[config.mk]
export PLATFORM = sky130hd
export DESIGN_NAME = inert_intf
export DESIGN_NICKNAME = d
export VERILOG_FILES = /design/src/rtl/inert_pkg.sv /design/src/rtl/inertial_integrator.sv /design/src/rtl/inert_intf.sv
export SDC_FILE = /design/constraint.sdc
export NUM_CORES = 1
export LEC_CHECK = 0
export BUFFER_PORTS_ARGS = -buffer_cell sky130_fd_sc_hd__buf_2
export CORE_MARGIN = 2
export CORE_UTILIZATION = 40
export DETAILED_ROUTE_END_ITERATION = 8
export HOLD_SLACK_MARGIN = 0.12
export PLACE_DENSITY_LB_ADDON = 0.08
export SLEW_MARGIN = 20
export SYNTH_ARGS = -nofsm -noshare
export SYNTH_HDL_FRONTEND = slang
export SYNTH_SLANG_ARGS = --single-unit
[constraint.sdc]
create_clock -name clk -period 14.3 [get_ports clk]
set_clock_uncertainty 0.05 [all_clocks]
set_input_delay 1.43 -clock clk [delete_from_list [all_inputs] [get_ports clk]]
set_output_delay 1.43 -clock clk [all_outputs]
set_load 0.02 [all_outputs]
[src/rtl/inert_pkg.sv]
// rtl/inert_pkg.sv - shared types and constants for the inertial SPI interface
package inert_pkg;

    typedef enum logic [3:0] {
        INIT_WAIT,
        INIT1,
        INIT2,
        INIT3,
        INIT4,
        IDLE,
        RD_RTL,
        RD_RTH,
        RD_AZL,
        RD_AZH,
        UPD
    } inert_state_t;

    // IMU configuration writes, issued in this order after power-up settle
    localparam logic [15:0] CMD_INIT_INT  = 16'h0D02;
    localparam logic [15:0] CMD_INIT_AODR = 16'h1053;
    localparam logic [15:0] CMD_INIT_GODR = 16'h1150;
    localparam logic [15:0] CMD_INIT_RND  = 16'h1460;

    // Read addresses (bit 7 set marks a read)
    localparam logic [7:0] ADDR_RT_L = 8'hA2;
    localparam logic [7:0] ADDR_RT_H = 8'hA3;
    localparam logic [7:0] ADDR_AZ_L = 8'hAC;
    localparam logic [7:0] ADDR_AZ_H = 8'hAD;

    localparam logic [15:0] PTCH_RT_OFFSET = 16'h0050;
    localparam logic [15:0] AZ_OFFSET      = 16'h00A0;
    localparam int          FUSION_GAIN    = 1024;

    function automatic logic [15:0] rd_cmd(input logic [7:0] addr);
        return {addr, 8'h00};
    endfunction

endpackage

[src/rtl/inertial_integrator.sv]
// rtl/inertial_integrator.sv - offset compensation, accel/gyro fusion and pitch integrator
module inertial_integrator
    import inert_pkg::*;
(
    input  logic        clk,
    input  logic        rst_n,
    input  logic        upd_i,
    input  logic [15:0] rate_raw_i,
    input  logic [15:0] az_raw_i,
    output logic [15:0] ptch_o,
    output logic [15:0] ptch_rt_o,
    output logic        vld_o
);

    localparam logic [26:0] GAIN_POS = 27'(FUSION_GAIN);
    localparam logic [26:0] GAIN_NEG = 27'(-FUSION_GAIN);

    logic [15:0] ptch_rt_comp;
    logic [15:0] az_comp;
    logic [25:0] prod;
    logic [15:0] ptch_acc;
    logic [26:0] fusion;
    logic [26:0] ptch_int_d;
    logic [26:0] ptch_int_q;
    logic [15:0] ptch_rt_q;
    logic        vld_q;

    // Low product bits fall below the accel-to-pitch scale and are dropped
    logic unused_prod;
    assign unused_prod = ^prod[12:0];

    // Next integrator value: subtract gyro rate, nudge toward accel-derived pitch
    always_comb begin
        ptch_rt_comp = rate_raw_i - PTCH_RT_OFFSET;
        az_comp      = az_raw_i - AZ_OFFSET;
        prod         = {{10{az_comp[15]}}, az_comp} * 26'd327;
        ptch_acc     = {{3{prod[25]}}, prod[25:13]};
        fusion       = ($signed(ptch_acc) > $signed(ptch_int_q[26:11])) ? GAIN_POS : GAIN_NEG;
        ptch_int_d   = ptch_int_q - {{11{ptch_rt_comp[15]}}, ptch_rt_comp} + fusion;
    end

    // Integrator and outputs advance together on the update cycle
    always_ff @(posedge clk or negedge rst_n) begin
        if (!rst_n) begin
            ptch_int_q <= '0;
            ptch_rt_q  <= '0;
            vld_q      <= 1'b0;
        end else begin
            vld_q <= upd_i;
            if (upd_i) begin
                ptch_int_q <= ptch_int_d;
                ptch_rt_q  <= ptch_rt_comp;
            end
        end
    end

    assign ptch_o    = ptch_int_q[26:11];
    assign ptch_rt_o = ptch_rt_q;
    assign vld_o     = vld_q;

endmodule

[src/rtl/inert_intf.sv]
// rtl/inert_intf.sv - IMU SPI sequencer (INERT_FAST_SIM_EN shortens the power-up wait to 512 clks)
module inert_intf
    import inert_pkg::*;
(
    input  logic        clk,
    input  logic        rst_n,
    input  logic        INT,
    output logic        snd,
    output logic [15:0] cmd,
    input  logic        done,
    input  logic [15:0] resp,
    output logic        vld,
    output logic [15:0] ptch,
    output logic [15:0] ptch_rt
);

`ifdef INERT_FAST_SIM_EN
    localparam int TMR_W = 9;
`else
    localparam int TMR_W = 16;
`endif

    inert_state_t      state_q;
    logic [TMR_W-1:0]  init_tmr_q;
    logic              snd_q;
    logic [15:0]       cmd_q;
    logic [7:0]        rt_l_q, rt_h_q, az_l_q, az_h_q;
    logic              int_s1_q, int_s2_q, int_s3_q;
    logic              int_rise;
    logic              done_ok;

    // Only the low byte of a read response carries register data
    logic unused_resp;
    assign unused_resp = ^resp[15:8];

    assign int_rise = int_s2_q & ~int_s3_q;
    // A done coinciding with our own request cannot be its answer
    assign done_ok  = done & ~snd_q;

    // Two flops to resolve metastability, third to detect the rising edge
    always_ff @(posedge clk or negedge rst_n) begin
        if (!rst_n) begin
            int_s1_q <= 1'b0;
            int_s2_q <= 1'b0;
            int_s3_q <= 1'b0;
        end else begin
            int_s1_q <= INT;
            int_s2_q <= int_s1_q;
            int_s3_q <= int_s2_q;
        end
    end

    // Sequencer: settle wait, config writes, then one 4-byte read set per INT edge
    always_ff @(posedge clk or negedge rst_n) begin
        if (!rst_n) begin
            state_q    <= INIT_WAIT;
            init_tmr_q <= '0;
            snd_q      <= 1'b0;
            cmd_q      <= '0;
            rt_l_q     <= '0;
            rt_h_q     <= '0;
            az_l_q     <= '0;
            az_h_q     <= '0;
        end else begin
            snd_q <= 1'b0;
            unique case (state_q)
                INIT_WAIT: begin
                    init_tmr_q <= init_tmr_q + 1'b1;
                    if (&init_tmr_q) begin
                        state_q <= INIT1;
                        snd_q   <= 1'b1;
                        cmd_q   <= CMD_INIT_INT;
                    end
                end
                INIT1: if (done_ok) begin
                    state_q <= INIT2;
                    snd_q   <= 1'b1;
                    cmd_q   <= CMD_INIT_AODR;
                end
                INIT2: if (done_ok) begin
                    state_q <= INIT3;
                    snd_q   <= 1'b1;
                    cmd_q   <= CMD_INIT_GODR;
                end
                INIT3: if (done_ok) begin
                    state_q <= INIT4;
                    snd_q   <= 1'b1;
                    cmd_q   <= CMD_INIT_RND;
                end
                INIT4: if (done_ok) begin
                    state_q <= IDLE;
                end
                IDLE: if (int_rise) begin
                    state_q <= RD_RTL;
                    snd_q   <= 1'b1;
                    cmd_q   <= rd_cmd(ADDR_RT_L);
                end
                RD_RTL: if (done_ok) begin
                    rt_l_q  <= resp[7:0];
                    state_q <= RD_RTH;
                    snd_q   <= 1'b1;
                    cmd_q   <= rd_cmd(ADDR_RT_H);
                end
                RD_RTH: if (done_ok) begin
                    rt_h_q  <= resp[7:0];
                    state_q <= RD_AZL;
                    snd_q   <= 1'b1;
                    cmd_q   <= rd_cmd(ADDR_AZ_L);
                end
                RD_AZL: if (done_ok) begin
                    az_l_q  <= resp[7:0];
                    state_q <= RD_AZH;
                    snd_q   <= 1'b1;
                    cmd_q   <= rd_cmd(ADDR_AZ_H);
                end
                RD_AZH: if (done_ok) begin
                    az_h_q  <= resp[7:0];
                    state_q <= UPD;
                end
                UPD: begin
                    state_q <= IDLE;
                end
                default: begin
                    state_q <= INIT_WAIT;
                end
            endcase
        end
    end

    inertial_integrator u_integrator (
        .clk        (clk),
        .rst_n      (rst_n),
        .upd_i      (state_q == UPD),
        .rate_raw_i ({rt_h_q, rt_l_q}),
        .az_raw_i   ({az_h_q, az_l_q}),
        .ptch_o     (ptch),
        .ptch_rt_o  (ptch_rt),
        .vld_o      (vld)
    );

    assign snd = snd_q;
    assign cmd = cmd_q;

endmodule

== Word-level counts from Yosys, hierarchy flattened ==
Cells that the tools add are included.
W data, S select, Z words.

* Bits in registers: 116

* Reduce and logical (&&, ||, !) cells: 10
* Eq/ne operators: 20
* Bitwise operators: 4
* Order comparisons: 1
* $mul: 1
* Mux-type cells: 25
* $add $sub $neg: 5

{| class="wikitable"
|+ Operators by type and width
! operator !! number
|-
| $mux W16 || 8
|-
| $pmux W16 S8 || 1
|-
| $pmux W4 S11 || 1
|-
| $mux W4 || 10
|-
| $add A27 B27 Y27 || 1
|-
| $mux W27 || 1
|-
| $sub A27 B27 Y27 || 1
|-
| $mul A16 B10 Y26 const B || 1
|-
| $ne A2 B2 Y1 const B || 10
|-
| $add A16 B1 Y16 const B || 1
|-
| $eq A4 B3 Y1 const B || 4
|-
| $gt A13 B16 Y1 || 1
|-
| $reduce_and A16 Y1 || 1
|-
| $sub A16 B7 Y16 const B || 1
|-
| $sub A16 B8 Y16 const B || 1
|-
| $eq A4 B4 Y1 const B || 3
|-
| $reduce_and A10 Y1 || 1
|-
| $reduce_and A9 Y1 || 1
|-
| $eq A4 B2 Y1 const B || 2
|-
| $reduce_and A2 Y1 || 4
|-
| $reduce_bool A8 Y1 || 1
|-
| $reduce_or A6 Y1 || 1
|-
| $eq A4 B1 Y1 const B || 1
|-
| $logic_not A4 Y1 || 1
|-
| other kinds (4) || 8
|}

== Logic depth before layout (Yosys ltp) ==
* Depth after elaboration: 5
* Depth in mapped cells: 37
* Mapped depth without buffers: 37

== Modules after synthesis ==
From an unflattened synthesis, not the netlist that was laid out.

* Cells, all modules: 1013
* Area, all modules: 9918.3 µm²

{| class="wikitable"
|+ By module, submodules not included
! module !! area an instance (µm²) !! times used !! cells an instance
|-
| inertial_integrator || 7056.8 || 1 || 792
|-
| inert_intf || 2861.5 || 1 || 221
|}

== Least setup slack after synthesis ==
Ideal clock, no wire load.

* Path type: reg-to-reg
* Start point: register az_l_q[5]
* End point: register u_integrator.ptch_int_q[26]
* Setup time: 0.080 ns
* Arrival: 10.904 ns
* Setup slack: 3.267 ns
* Cell stages (with the launch flop): 38
* Clock period less this slack: 11.033 ns
* Data required time: 14.170 ns
* Cell sequence: dfrtp_1 inv_1 ha_1 nor2b_1 nor4_2 xnor2_1 inv_1 ha_1 ha_1 fa_1 fa_1 inv_1 fa_1 inv_1 ha_1 a21o_1 a21o_1 a21o_1 [... 2 more ...] o21a_2 o21ai_1 xnor2_1 ha_1 nand4_1 o41ai_1 or3_1 o22a_1 fa_1 ha_1 a21o_1 a21o_1 a21o_1 a211oi_4 a31oi_1 or4_1 a21oi_1 xnor2_1

* Word-level cells in the longest chain between the ends: 5

{| class="wikitable"
|+ Ends and longest elaborated chain
! element !! RTL line !! text
|-
| from (decl) || inert_intf.sv:27 || <nowiki>logic [7:0] rt_l_q, rt_h_q, az_l_q, az_h_q;</nowiki>
|-
| from (signal assigned) || inert_intf.sv:111 || <nowiki>az_l_q <= resp[7:0];</nowiki>
|-
| $sub A16 B8 Y16 || inertial_integrator.sv:35 || <nowiki>az_comp = az_raw_i - AZ_OFFSET;</nowiki>
|-
| $mul A16 B10 Y26 || inertial_integrator.sv:36 || <nowiki>prod = {{10{az_comp[15]}}, az_comp} * 26'd327;</nowiki>
|-
| $gt A13 B16 Y1 || inertial_integrator.sv:38 || <nowiki>fusion = ($signed(ptch_acc) > $signed(ptch_int_q[26:11])) ? GAIN_POS : GAIN_NEG;</nowiki>
|-
| $mux W27 || inertial_integrator.sv:38 ||
|-
| $add A27 B27 Y27 || inertial_integrator.sv:39 || <nowiki>ptch_int_d = ptch_int_q - {{11{ptch_rt_comp[15]}}, ptch_rt_comp} + fusion;</nowiki>
|-
| to (signal assigned) || inertial_integrator.sv:51 || <nowiki>ptch_int_q <= ptch_int_d;</nowiki>
|-
| to (decl) || inertial_integrator.sv:24 || <nowiki>logic [26:0] ptch_int_q;</nowiki>
|}

Every way passes these cells.
A chain may end at the register's enable or synchronous reset.

== Final worst setup path ==
Ends and elaborated chain as after synthesis.

==> impl_summary.txt <==
----------------------------------------------------
[CTS]
  Clk pin slew, worst setup/hold paths ... 0.08 ns
  Total CTS buffers ... 9
  Clk Tree Root Cell ... sky130_fd_sc_hd__clkbuf_16
  Depth of the CTS H-tree ... 3
  Cts hold-fix bufs ... 0
  Clock latency reported for the late side of the worst-skew pair ... 0.36 ns
  Clock tree from TritonCTS ... built
  Number of cells upsized or downsized after cts ... 0
  Max clock buf depth ... 2
  Clk sinks ... 110
  Total setup buffers inserted after CTS ... 0

[Global routing]
  Tot GR Track Use ... 0.168
  Pin count of the biggest net entering global routing ... 84
  Via count of the first global-routing pass ... 6350
  Number of antenna violations at the first check in global routing ... 0
  First-pass GRT wire length ... 32.9 mm
  Overflow after GRT ... 0

[Placed design]
  Instance count after placement with tap cells included ... 1303
  Area after detailed placement ... 9940 sq um
  Port buffer count ... 57
  Final HPWL DP ... 15.6 mm
  Placer congestion estimate ... 0.769

[Synth]
  Post-synth EDFFs ... 0
  Count of distinct cell types in the synthesized netlist ... 64
  Synthesized netlist cell count ... 957
  Share of async-settable or async-resettable flops after synthesis ... 1.00
  Flip-flop and latch count after synthesis ... 110
  Proportion of synthesized chip area in sequential cells ... 0.292
  Cell area after synthesis ... 9410 sq um
  Main synth FF type ... sky130_fd_sc_hd__dfrtp_1
  Ys Warns ... 0
  Synthesized area per cell ... between 9 and 10 sq um

[Final layout]
  Final antenna diode count ... 0
  Layout overhead on the synthesized area ... 8.94%
  Number of fillers in the final layout ... 2376
  Post-Route Utilization ... 0.441
  Nets@finish ... 1202
  Non-Filler Cell Area, Final ... between 10000 and 15000 sq um
  Fraction of layout cells with a size suffix above 1 ... 0.128
  Post-route insts no fill ... about 1300

[Critical path]
  Data required time of the critical path ... 14.54 ns
  Slowest-stage cell, CP ... sky130_fd_sc_hd__o22a_1
  Startpoint Class ... register
  Signal arrival time at the worst endpoint ... between 10 and 15 ns
  Sort of element at the end of the critical path ... register
  Worst Path Max Fanout ... 16
  Largest stage delay, worst path ... 0.77 ns
  Critical setup path kind ... reg -> reg

[Timing]
  Achievable clock frequency ... about 89 MHz
  Max-slew headroom at the worst pin ... 0.359
  Final hold violations ... 0
  Total negative slack for setup checks ... 0 ns
  Minimum period implied by the final worst setup slack ... 11.29 ns
  Final setup viols ... 0
  Final clock period utilization by the worst path ... 0.789
  RSZ-0062 raised after global routing ... no
  Slew at the pin closest to its max-slew limit ... roughly 0.96 ns
  Pins Over Slew Limit ... 0

[Die]
  Core area ... ~23000 sq um
  Io pins ... 70
  Die extent in y ... approximately 160 microns
  Chip Width ... between 150 and 200 microns
  Die Footprint ... between 20000 and 25000 sq um
  # rows ... 56
  Starting density of the core ... 0.405

[Route]
  Number of detailed-route iterations in the first pass ... 4
  Final routed DRC violation total ... 0
  Detail-routed net length per standard cell ... roughly 15 microns
  Total wire length ... 19.5 mm
  Via count ... 6510
  Number of design-rule violations left by the first detailed-router iteration ... approximately 280
  Drt via density ... 4.94
  Number of routed nets with antenna violations ... 0

[Hold path]
  Worst hold path type ... reg -> reg

[Outcome]
  Outcome ... finished clean

[Job]
  Count of maximum capacitance violations ... 0

----------------------------------------------------
## sequential cells by signal, summed over array words and instances (netlist names)
| register | cells |
|---|---|
| az_h_q | 8 |
| az_l_q | 8 |
| cmd | 10 |
| init_tmr_q | 16 |
| int_s1_q | 1 |
| int_s2_q | 1 |
| int_s3_q | 1 |
| rt_h_q | 8 |
| rt_l_q | 8 |
| snd | 1 |
| state_q | 4 |
| u_integrator.ptch_int_q | 27 |
| u_integrator.ptch_rt_o | 16 |
| u_integrator.vld_o | 1 |
## cell families after synthesis
| family | share of synthesized area |
|---|---|
| AOI/OAI and AO/OA | 0.120 |
| xor gates and xnor gates | 0.0711 |
| adders and majority gates | 0.294 |
| buffers and inverters | 0.0744 |
| DFF | 0.292 |
| muxes | 0.0419 |
| other | 0.000398 |
| and+or+nand+nor | 0.106 |
## final timing paths
kind	start	end	slack, ns	cells past startpoint
setup / recovery	az_l_q[5]	u_integrator.ptch_int_q[26]	3.01	38
max in group asynchronous	rst_n	state_q[1]	11.90	2
min in group asynchronous	rst_n	u_integrator.ptch_int_q[8]	1.04	1
hold / removal	int_s1_q	int_s2_q	0.31	0
setup reg to reg	az_l_q[5]	u_integrator.ptch_int_q[26]	3.01	38
hold reg to reg	int_s1_q	int_s2_q	0.31	0
## critical path: cells and delay by family (launching register included)
kind | cells | cell delay (ns)
adder cells (fa/ha/maj) | 10 | 4.00
AO/OA/AOI/OAI | 14 | 3.74
XOR/XNOR | 3 | 0.50
flip-flops | 1 | 0.45
buffers and inverters | 5 | 0.77
AND/OR/NAND/NOR | 6 | 1.69
## layout make-up
cell class              instances  area, sq um  share of cell area
repair buffers                 63          333              0.0325
well taps                     319          399              0.0389
multi-input cells             686         5980               0.583
clock buffers                  10          239              0.0233
clock inverters                 6         81.3             0.00793
flip-flops and latches        110         2750               0.268
inverters                     125          469              0.0457
## through the flow
stage | hold slack (ns) | setup WS [ns]
6_report | 0.313 | 3.01
4_1_cts | 0.313 | 2.91
5_1_grt | 0.327 | 2.21
3_5_place_dp | 0.293 | 2.97
2_1_floorplan | 0.281 | 3.27
3_3_place_gp | 0.286 | 2.98
## cell usage in the layout (no fill, tap or decap), types with 4 or more instances in the layout
master	n
sky130_fd_sc_hd__a21oi_1	27
sky130_fd_sc_hd__o31ai_1	6
sky130_fd_sc_hd__nor2b_1	8
sky130_fd_sc_hd__nand2_1	82
sky130_fd_sc_hd__dfrtp_1	110
sky130_fd_sc_hd__buf_2	56
sky130_fd_sc_hd__nor2_1	46
sky130_fd_sc_hd__mux2_2	35
sky130_fd_sc_hd__o21a_1	7
sky130_fd_sc_hd__a211oi_1	7
sky130_fd_sc_hd__xor2_1	31
sky130_fd_sc_hd__o21bai_1	4
sky130_fd_sc_hd__buf_4	7
sky130_fd_sc_hd__inv_1	125
sky130_fd_sc_hd__o21ai_1	7
sky130_fd_sc_hd__nand3_1	16
sky130_fd_sc_hd__ha_1	130
sky130_fd_sc_hd__nand4_1	11
sky130_fd_sc_hd__o41ai_1	4
sky130_fd_sc_hd__clkbuf_16	9
sky130_fd_sc_hd__nor4_1	5
sky130_fd_sc_hd__o211ai_1	4
sky130_fd_sc_hd__conb_1	4
sky130_fd_sc_hd__a21o_1	25
sky130_fd_sc_hd__fa_1	57
sky130_fd_sc_hd__or3_1	9
sky130_fd_sc_hd__xnor2_1	40
sky130_fd_sc_hd__a31oi_1	5
sky130_fd_sc_hd__nor3_1	8
sky130_fd_sc_hd__o21ai_0	57
sky130_fd_sc_hd__nand2b_1	7
## synthesized netlist by cell type, types with 5 or more instances
cell type,number,area share
sky130_fd_sc_hd__buf_4,22,0.018
sky130_fd_sc_hd__or3_1,9,0.0060
sky130_fd_sc_hd__a21oi_1,27,0.014
sky130_fd_sc_hd__a211oi_1,7,0.0056
sky130_fd_sc_hd__xnor2_1,41,0.038
sky130_fd_sc_hd__inv_1,125,0.050
sky130_fd_sc_hd__o21a_1,7,0.0056
sky130_fd_sc_hd__a31oi_1,5,0.0033
sky130_fd_sc_hd__nand4_1,11,0.0073
sky130_fd_sc_hd__nand2_1,83,0.033
sky130_fd_sc_hd__o21ai_1,7,0.0037
sky130_fd_sc_hd__nor2b_1,8,0.0053
sky130_fd_sc_hd__nand2b_1,7,0.0047
sky130_fd_sc_hd__a21o_1,25,0.020
sky130_fd_sc_hd__o31ai_1,6,0.0048
sky130_fd_sc_hd__ha_1,130,0.17
sky130_fd_sc_hd__mux2_2,35,0.042
sky130_fd_sc_hd__nand3_1,16,0.0085
sky130_fd_sc_hd__nor2_1,46,0.018
sky130_fd_sc_hd__clkbuf_1,13,0.0052
sky130_fd_sc_hd__dfrtp_1,110,0.29
sky130_fd_sc_hd__nor4_1,5,0.0033
sky130_fd_sc_hd__xor2_1,31,0.029
sky130_fd_sc_hd__o21ai_0,57,0.030
sky130_fd_sc_hd__nor3_1,8,0.0043
sky130_fd_sc_hd__fa_1,57,0.12
## metal layers
metal	GRT usage	routed length [microns]	part of all wire	vias to the layer above
li1	-	-	-	3303
met1	0.251	10100	0.52	3112
met2	0.257	8690	0.44	83
met3	0.0176	517	0.026	12
met4	0.0472	221	0.011	0
met5	0	0	0	-
Power is left out: the tool's default activity adds up to more than one toggle a clock period on the data nets, which glitch-free logic cannot reach.
